File: src/rtl/spi_xfer_controller.sv
// spi_xfer_controller: sequences SPI frames of 8*divisor enabled PCLK cycles, with
// WAIT/STOP stalling, a one-deep request queue, master abort and zero-divisor rejection.
module spi_xfer_controller (
  input  logic        PCLK,
  input  logic        PRESET,
  input  logic        mstr_i,
  input  logic [1:0]  spi_mode_i,
  input  logic        spiswai_i,
  input  logic        send_data_i,
  input  logic [11:0] BaudRateDivisor_i,
  output logic        ss_o,
  output logic        tip_o,
  output logic        load_o,
  output logic        receive_data_o,
  output logic        abort_o,
  output logic        err_o,
  output logic        pending_o
);

  localparam int unsigned DIV_W = 12;
  localparam int unsigned LEN_W = DIV_W + 3;

  typedef enum logic [1:0] {
    ST_IDLE   = 2'd0,
    ST_ACTIVE = 2'd1,
    ST_DONE   = 2'd2
  } state_t;

  state_t           r_state;
  state_t           w_state_nxt;
  logic [LEN_W-1:0] r_cnt;
  logic [LEN_W-1:0] r_len;
  logic [LEN_W-1:0] w_cnt_nxt;
  logic [LEN_W-1:0] w_len_nxt;

  logic w_en;
  logic w_req;
  logic w_start_pt;
  logic w_div_zero;
  logic w_start;
  logic w_err;
  logic w_abort;
  logic w_last;

  logic w_ss_nxt;
  logic w_tip_nxt;
  logic w_load_nxt;
  logic w_rx_nxt;
  logic w_abort_nxt;
  logic w_err_nxt;
  logic w_pending_nxt;

  // Qualifying conditions; w_last already implies mstr_i=1, so abort always wins.
  always_comb begin
    w_en       = mstr_i & ((spi_mode_i == 2'b00) | ((spi_mode_i == 2'b01) & ~spiswai_i));
    w_req      = send_data_i | pending_o;
    w_start_pt = (r_state == ST_IDLE) | (r_state == ST_DONE);
    w_div_zero = (BaudRateDivisor_i == '0);
    w_start    = w_start_pt & w_req & w_en & ~w_div_zero;
    w_err      = w_start_pt & w_req & w_en & w_div_zero;
    w_abort    = (r_state == ST_ACTIVE) & ~mstr_i;
    w_last     = (r_state == ST_ACTIVE) & w_en & (r_cnt == r_len - LEN_W'(1));
  end

  always_ff @(posedge PCLK or posedge PRESET) begin
    if (PRESET) begin
      r_state <= ST_IDLE;
    end else begin
      r_state <= w_state_nxt;
    end
  end

  always_comb begin
    w_state_nxt = r_state;
    case (r_state)
      ST_IDLE: begin
        if (w_start) w_state_nxt = ST_ACTIVE;
      end
      ST_ACTIVE: begin
        if (w_abort) begin
          w_state_nxt = ST_IDLE;
        end else if (w_last) begin
          w_state_nxt = ST_DONE;
        end
      end
      ST_DONE: begin
        w_state_nxt = w_start ? ST_ACTIVE : ST_IDLE;
      end
      default: w_state_nxt = ST_IDLE;
    endcase
  end

  // Next values of the registered outputs.
  always_comb begin
    w_tip_nxt     = (w_state_nxt == ST_ACTIVE);
    w_ss_nxt      = ~w_tip_nxt;
    w_load_nxt    = w_start;
    w_rx_nxt      = w_last;
    w_abort_nxt   = w_abort;
    w_err_nxt     = w_err;
    w_pending_nxt = pending_o;
    if (!mstr_i) begin
      w_pending_nxt = 1'b0;
    end else if (w_start | w_err) begin
      w_pending_nxt = 1'b0;
    end else if (send_data_i) begin
      // Any request not consumed by a start or an error this cycle is queued.
      w_pending_nxt = 1'b1;
    end
  end

  // Frame length is captured at start so later divisor changes cannot disturb it.
  always_comb begin
    w_cnt_nxt = r_cnt;
    w_len_nxt = r_len;
    if (w_start) begin
      w_len_nxt = LEN_W'({BaudRateDivisor_i, 3'b000});
      w_cnt_nxt = '0;
    end else if ((r_state == ST_ACTIVE) & w_en & ~w_last) begin
      w_cnt_nxt = r_cnt + LEN_W'(1);
    end
  end

  always_ff @(posedge PCLK or posedge PRESET) begin
    if (PRESET) begin
      r_cnt          <= '0;
      r_len          <= '0;
      ss_o           <= 1'b1;
      tip_o          <= 1'b0;
      load_o         <= 1'b0;
      receive_data_o <= 1'b0;
      abort_o        <= 1'b0;
      err_o          <= 1'b0;
      pending_o      <= 1'b0;
    end else begin
      r_cnt          <= w_cnt_nxt;
      r_len          <= w_len_nxt;
      ss_o           <= w_ss_nxt;
      tip_o          <= w_tip_nxt;
      load_o         <= w_load_nxt;
      receive_data_o <= w_rx_nxt;
      abort_o        <= w_abort_nxt;
      err_o          <= w_err_nxt;
      pending_o      <= w_pending_nxt;
    end
  end

endmodule
File: config.mk
export PLATFORM = sky130hd
export DESIGN_NAME = spi_xfer_controller
export DESIGN_NICKNAME = d
export VERILOG_FILES = /design/src/rtl/spi_xfer_controller.sv
export SDC_FILE = /design/constraint.sdc
export NUM_CORES = 1
export LEC_CHECK = 0
export BUFFER_PORTS_ARGS = -buffer_cell sky130_fd_sc_hd__clkbuf_2
export CAP_MARGIN = 10
export CORE_MARGIN = 5
export CORE_UTILIZATION = 30
export CTS_CLUSTER_SIZE = 20
export DETAILED_ROUTE_END_ITERATION = 16
export GPL_TIMING_DRIVEN = 0
export PLACE_DENSITY = 0.48
export SETUP_SLACK_MARGIN = 0.1
export SLEW_MARGIN = 15
export SYNTH_ARGS = -nofsm -noshare
export SYNTH_HDL_FRONTEND = slang
export SYNTH_SLANG_ARGS = --single-unit
File: constraint.sdc
create_clock -name PCLK -period 3 [get_ports PCLK]
set_input_delay 0.15 -clock PCLK [delete_from_list [all_inputs] [get_ports PCLK]]
set_output_delay 0.15 -clock PCLK [all_outputs]
set_load 0.02 [all_outputs]
==> key figures <==
Outcome
  – Status: finished, final reports clean

STA
  – Final worst path period share: between 90% and 100%
  – Final worst setup slack: about 0.21 ns
  – Clock period minus final worst setup slack: between 2 and 3 ns
  – Post-route clock skew: around 0.0055 ns
  – Timing-limited maximum frequency: 359 MHz
  – Actual slew at the worst max-slew pin: about 0.8 ns
  – Total count of max-transition violations in the final report: 0
  – Setup repair after global routing missed its margin: true
  – Final Hold Vio Count: 0
  – Max-slew headroom at the worst pin: 47.2%
  – # setup viols final: 0

Power and ir drop
  – Portion of total power attributed to combinational logic: between 20 and 30%
  – Net switching component of the power: 0.000433 W
  – Overall Power: roughly 0.0013 W
  – Sequential group share of total power: between 40% and 50%
  – P per Cell Area: 525 nW/um2
  – Lkg Pwr: 1.02 nW
  – Internal cell power: 0.000853 W
  – Fraction of power consumed by the clock network: 26.6%
  – Share of total power consumed by net switching: about a third
  – Worst ir drop on vdd: around 0.19 mV

Flow run
  – Max capacitance violation total: 0

Setup path
  – Reg2Reg Setup Slack: roughly 0.21 ns
  – Critical Path End Type: flip-flop
  – Data arrival time of the critical path: 2.99 ns
  – CP max FO: 10
  – Critical path data required time: 3.20 ns
  – Critical path type: reg -> reg
  – CP startpoint kind: flip-flop

CTS
  – Root buffer selected by CTS: sky130_fd_sc_hd__clkbuf_8
  – Cts bufs inserted: 5
  – H-Tree Depth: 2
  – Clock-pin slew reported for the worst setup and hold paths after clock tree synthesis: roughly 0.080 ns
  – Maximum count of clock buffers along a single path: 2
  – Total number of clock tree sinks: 36
  – TritonCTS clock tree: done
  – Clock latency of the later-clocked register in the worst-skew pair: 0.28 ns

Global routing
  – Most used routing layer in global routing: met2
  – Via count of the first global-routing pass: between 1,500 and 2,000
  – Total routing resource utilization after global routing: a little over an eighth
  – Grt met2 use: around a fifth
  – Initial antenna violation count: 0
  – Met3 Track Usage GR: approximately 2.3%
  – First-pass GRT wire length: 9180 um
  – Pin count of the biggest net entering global routing: 29
  – Met1 track utilization from global routing: about 20%
  – Grt ovf: 0

Routing
  – First-pass detailed-route iteration total: 6
  – Routed WL per cell: about 16 um
  – Total wirelength of the detailed-routed design: between 5000 and 6000 um
  – Vias per cell: 5.29
  – Starting DRT DRC Count: between 80 and 90
  – Count of unresolved DRC violations after routing: 0
  – Final antenna-violating net count: 0
  – Via count: roughly 1,900

Synthesis
  – Yosys warning count: 0
  – Post-Synth Simple-Gate Area: approximately 28%
  – Top flip-flop cell by instance count after synthesis: sky130_fd_sc_hd__dfrtp_1
  – Adder-Cell Fraction of Synth Area: 1.22%
  – Post-Synthesis Net Count: roughly 260
  – Count of flip-flops with a built-in enable after synthesis: 0
  – Dominant combinational cell family by area after synthesis: simple AND/OR/NAND/NOR gates
  – Number of different library cells in the post-synthesis netlist: 44
  – Mapped Avg Cell Area: ~8.7 um2
  – Proportion of synthesized area in mux cells: less than 1%
  – Netlist area before placement: between 2000 and 2500 um2
  – Share of flip-flops with an asynchronous set or reset after synthesis: 100%
  – Compound-cell area share of the yosys netlist: approximately 16%
  – Share of the yosys chip area belonging to registers: 44.1%
  – Share of the synthesized netlist area taken by xor and xnor gates: between 4 and 5%
  – Number of storage elements in the synthesis netlist: 36
  – Cells after Synth: approximately 230

Worst hold path
  – Hold crit path type: in -> reg

Floorplan
  – Die extent in x: 92.6 um
  – Starting density of the core: between 30% and 40%
  – Floorplan core area: around 6700 um2
  – Y dimension of the die: between 90 and 100 um
  – DIE AREA: around 8600 um2
  – Standard-cell rows: 30
  – Count of boundary I/O pins: 26

Layout
  – Area of all placed cells without fillers: about 2400 um2
  – Final Non-Filler Cells: 351
  – Antenna diode instance count: 0
  – Multi-input gate area: between 1000 and 1500 um2
  – Share of layout cells above drive strength 1: between 10% and 20%
  – Fill cell count: roughly 700
  – Total area of sequential cells: ~900 um2
  – Total number of nets in the final design: about 290
  – Area growth from synthesis to layout: 19.8%

Place
  – Cell area after placement: about 2300 um2
  – HPWL after detailed placement: 4080 um
  – Worst setup slack after placement: -0.107 ns
  – Post-placement cell count: 340
  – Buffers on Ports: 25
  – Final weighted congestion in routability-driven placement: 0.808
-- worst paths after layout --
| path | start | endpoint | depth (start not counted) |
|---|---|---|---|
| worst max-delay path | r_len[4] | r_cnt[3] | 10 |
| worst min-delay path | BaudRateDivisor_i[7] | r_len[10] | 3 |
| worst max register to register | r_len[4] | r_cnt[3] | 10 |
| worst min register to register | r_state[0] | err_o | 1 |
| max in group asynchronous | PRESET | ss_o | 4 |
| min in group asynchronous | PRESET | load_o | 3 |
-- per-layer routing --
layer  vias up  share of wire (%)
met5         -                  0
met4         0                1.1
met3         5                2.6
met2        24                 46
met1       905                 51
li1        923                  -
-- stage by stage --
step           TNS (ns)  util [%]  hold WS, ns
5_1_grt               0      36.5       0.0691
3_5_place_dp     -0.848      34.1       0.0690
3_3_place_gp     -0.939      33.8        0.367
4_1_cts               0      35.9       0.0608
2_1_floorplan         0         -        0.216
6_report              0      36.5       0.0703
-- critical path, stage by stage, from the launching register on --
cell and delay, ns:
sky130_fd_sc_hd__dfrtp_1 0.42, sky130_fd_sc_hd__inv_2 0.09, sky130_fd_sc_hd__ha_4 0.15, sky130_fd_sc_hd__or3b_4 0.42, sky130_fd_sc_hd__o31a_1 0.26, sky130_fd_sc_hd__o21ai_0 0.21
sky130_fd_sc_hd__a31oi_2 0.13, sky130_fd_sc_hd__and4_1 0.24, sky130_fd_sc_hd__buf_6 0.14, sky130_fd_sc_hd__or4_1 0.49, sky130_fd_sc_hd__a21oi_1 0.16
-- registers in the layout (all words and copies together) (netlist names) --
signal / flops
pending_o: 1
tip_o: 1
err_o: 1
r_state: 2
load_o: 1
r_len: 12
r_cnt: 15
abort_o: 1
receive_data_o: 1
ss_o: 1
-- synthesized netlist by cell type (2+ instances only) --
master / n / area [um2]
sky130_fd_sc_hd__o31a_1: 2 / 17.5
sky130_fd_sc_hd__nand3_1: 4 / 20.0
sky130_fd_sc_hd__or2_2: 3 / 18.8
sky130_fd_sc_hd__buf_2: 3 / 15.0
sky130_fd_sc_hd__nand3b_1: 2 / 15.0
sky130_fd_sc_hd__dfrtp_1: 35 / 876
sky130_fd_sc_hd__clkbuf_1: 6 / 22.5
sky130_fd_sc_hd__or3_1: 8 / 50.1
sky130_fd_sc_hd__nor4_1: 9 / 56.3
sky130_fd_sc_hd__o21ai_0: 17 / 85.1
sky130_fd_sc_hd__a21oi_1: 16 / 80.1
sky130_fd_sc_hd__xor2_1: 4 / 35.0
sky130_fd_sc_hd__o31ai_1: 6 / 45.0
sky130_fd_sc_hd__buf_6: 2 / 22.5
sky130_fd_sc_hd__nand2b_1: 5 / 31.3
sky130_fd_sc_hd__or4_1: 7 / 52.6
sky130_fd_sc_hd__nor2_1: 12 / 45.0
sky130_fd_sc_hd__a31oi_1: 3 / 18.8
sky130_fd_sc_hd__nand4_1: 8 / 50.1
sky130_fd_sc_hd__nor3_1: 6 / 30.0
sky130_fd_sc_hd__ha_1: 2 / 25.0
sky130_fd_sc_hd__and4_1: 2 / 17.5
sky130_fd_sc_hd__nand2_1: 38 / 143
sky130_fd_sc_hd__xnor2_1: 7 / 61.3
sky130_fd_sc_hd__inv_1: 8 / 30.0
-- what timing repair did --
action                                  4_1_cts  5_1_grt
gates resized for setup                       7        6
pin swaps                                     0        4
endpoints found under the hold margin         8        0
buffers inserted                              0        2
endpoints found under the setup margin       18       18
hold buffers                                  1        0
-- power groups by stage --
| stage | Clock, W | Combinational, W | Sequential, W |
|---|---|---|---|
| after floorplan | 0 | 0.000227 | 0.000594 |
| after global placement | 0 | 0.000302 | 0.000606 |
| after detailed placement | 0 | 0.000309 | 0.000607 |
| after CTS | 0.000356 | 0.000320 | 0.000599 |
| after global routing | 0.000376 | 0.000390 | 0.000603 |
| final | 0.000342 | 0.000350 | 0.000595 |
-- layout by cell type, fill, tap and decap left out, drive strengths merged, types with 3 or more instances in the layout --
| cell | count |
|---|---|
| nand3 | 4 |
| nand2b | 5 |
| or4 | 8 |
| inv | 8 |
| xnor2 | 7 |
| nor4 | 9 |
| a31oi | 3 |
| buf | 9 |
| clkbuf | 38 |
| nand2 | 38 |
| or2 | 3 |
| xor2 | 4 |
| dfrtp | 35 |
| o31ai | 6 |
| a21oi | 16 |
| nor2 | 13 |
| or3 | 8 |
| nor3 | 6 |
| o21ai | 17 |
| nand4 | 8 |
-- layout make-up --
type	instances	share of cell area, %
tap	80	4.09
clock inverter	1	0.358
buffer	12	2.86
inverter	9	1.38
timing repair buffer	29	6.95
clock buffer	7	3.12
sequential	36	36.9
multi-input combinational	177	44.4
-- cell families after synthesis --
family                   count (synthesis)
buffers and inverters                   21
AO/OA/AOI/OAI                           54
AND/OR/NAND/NOR                        109
flip-flops                              36
adder cells (fa/ha/maj)                  2
multiplexers                             1
XOR/XNOR                                11
No activity file was read; power rests on OpenSTA's default activity.
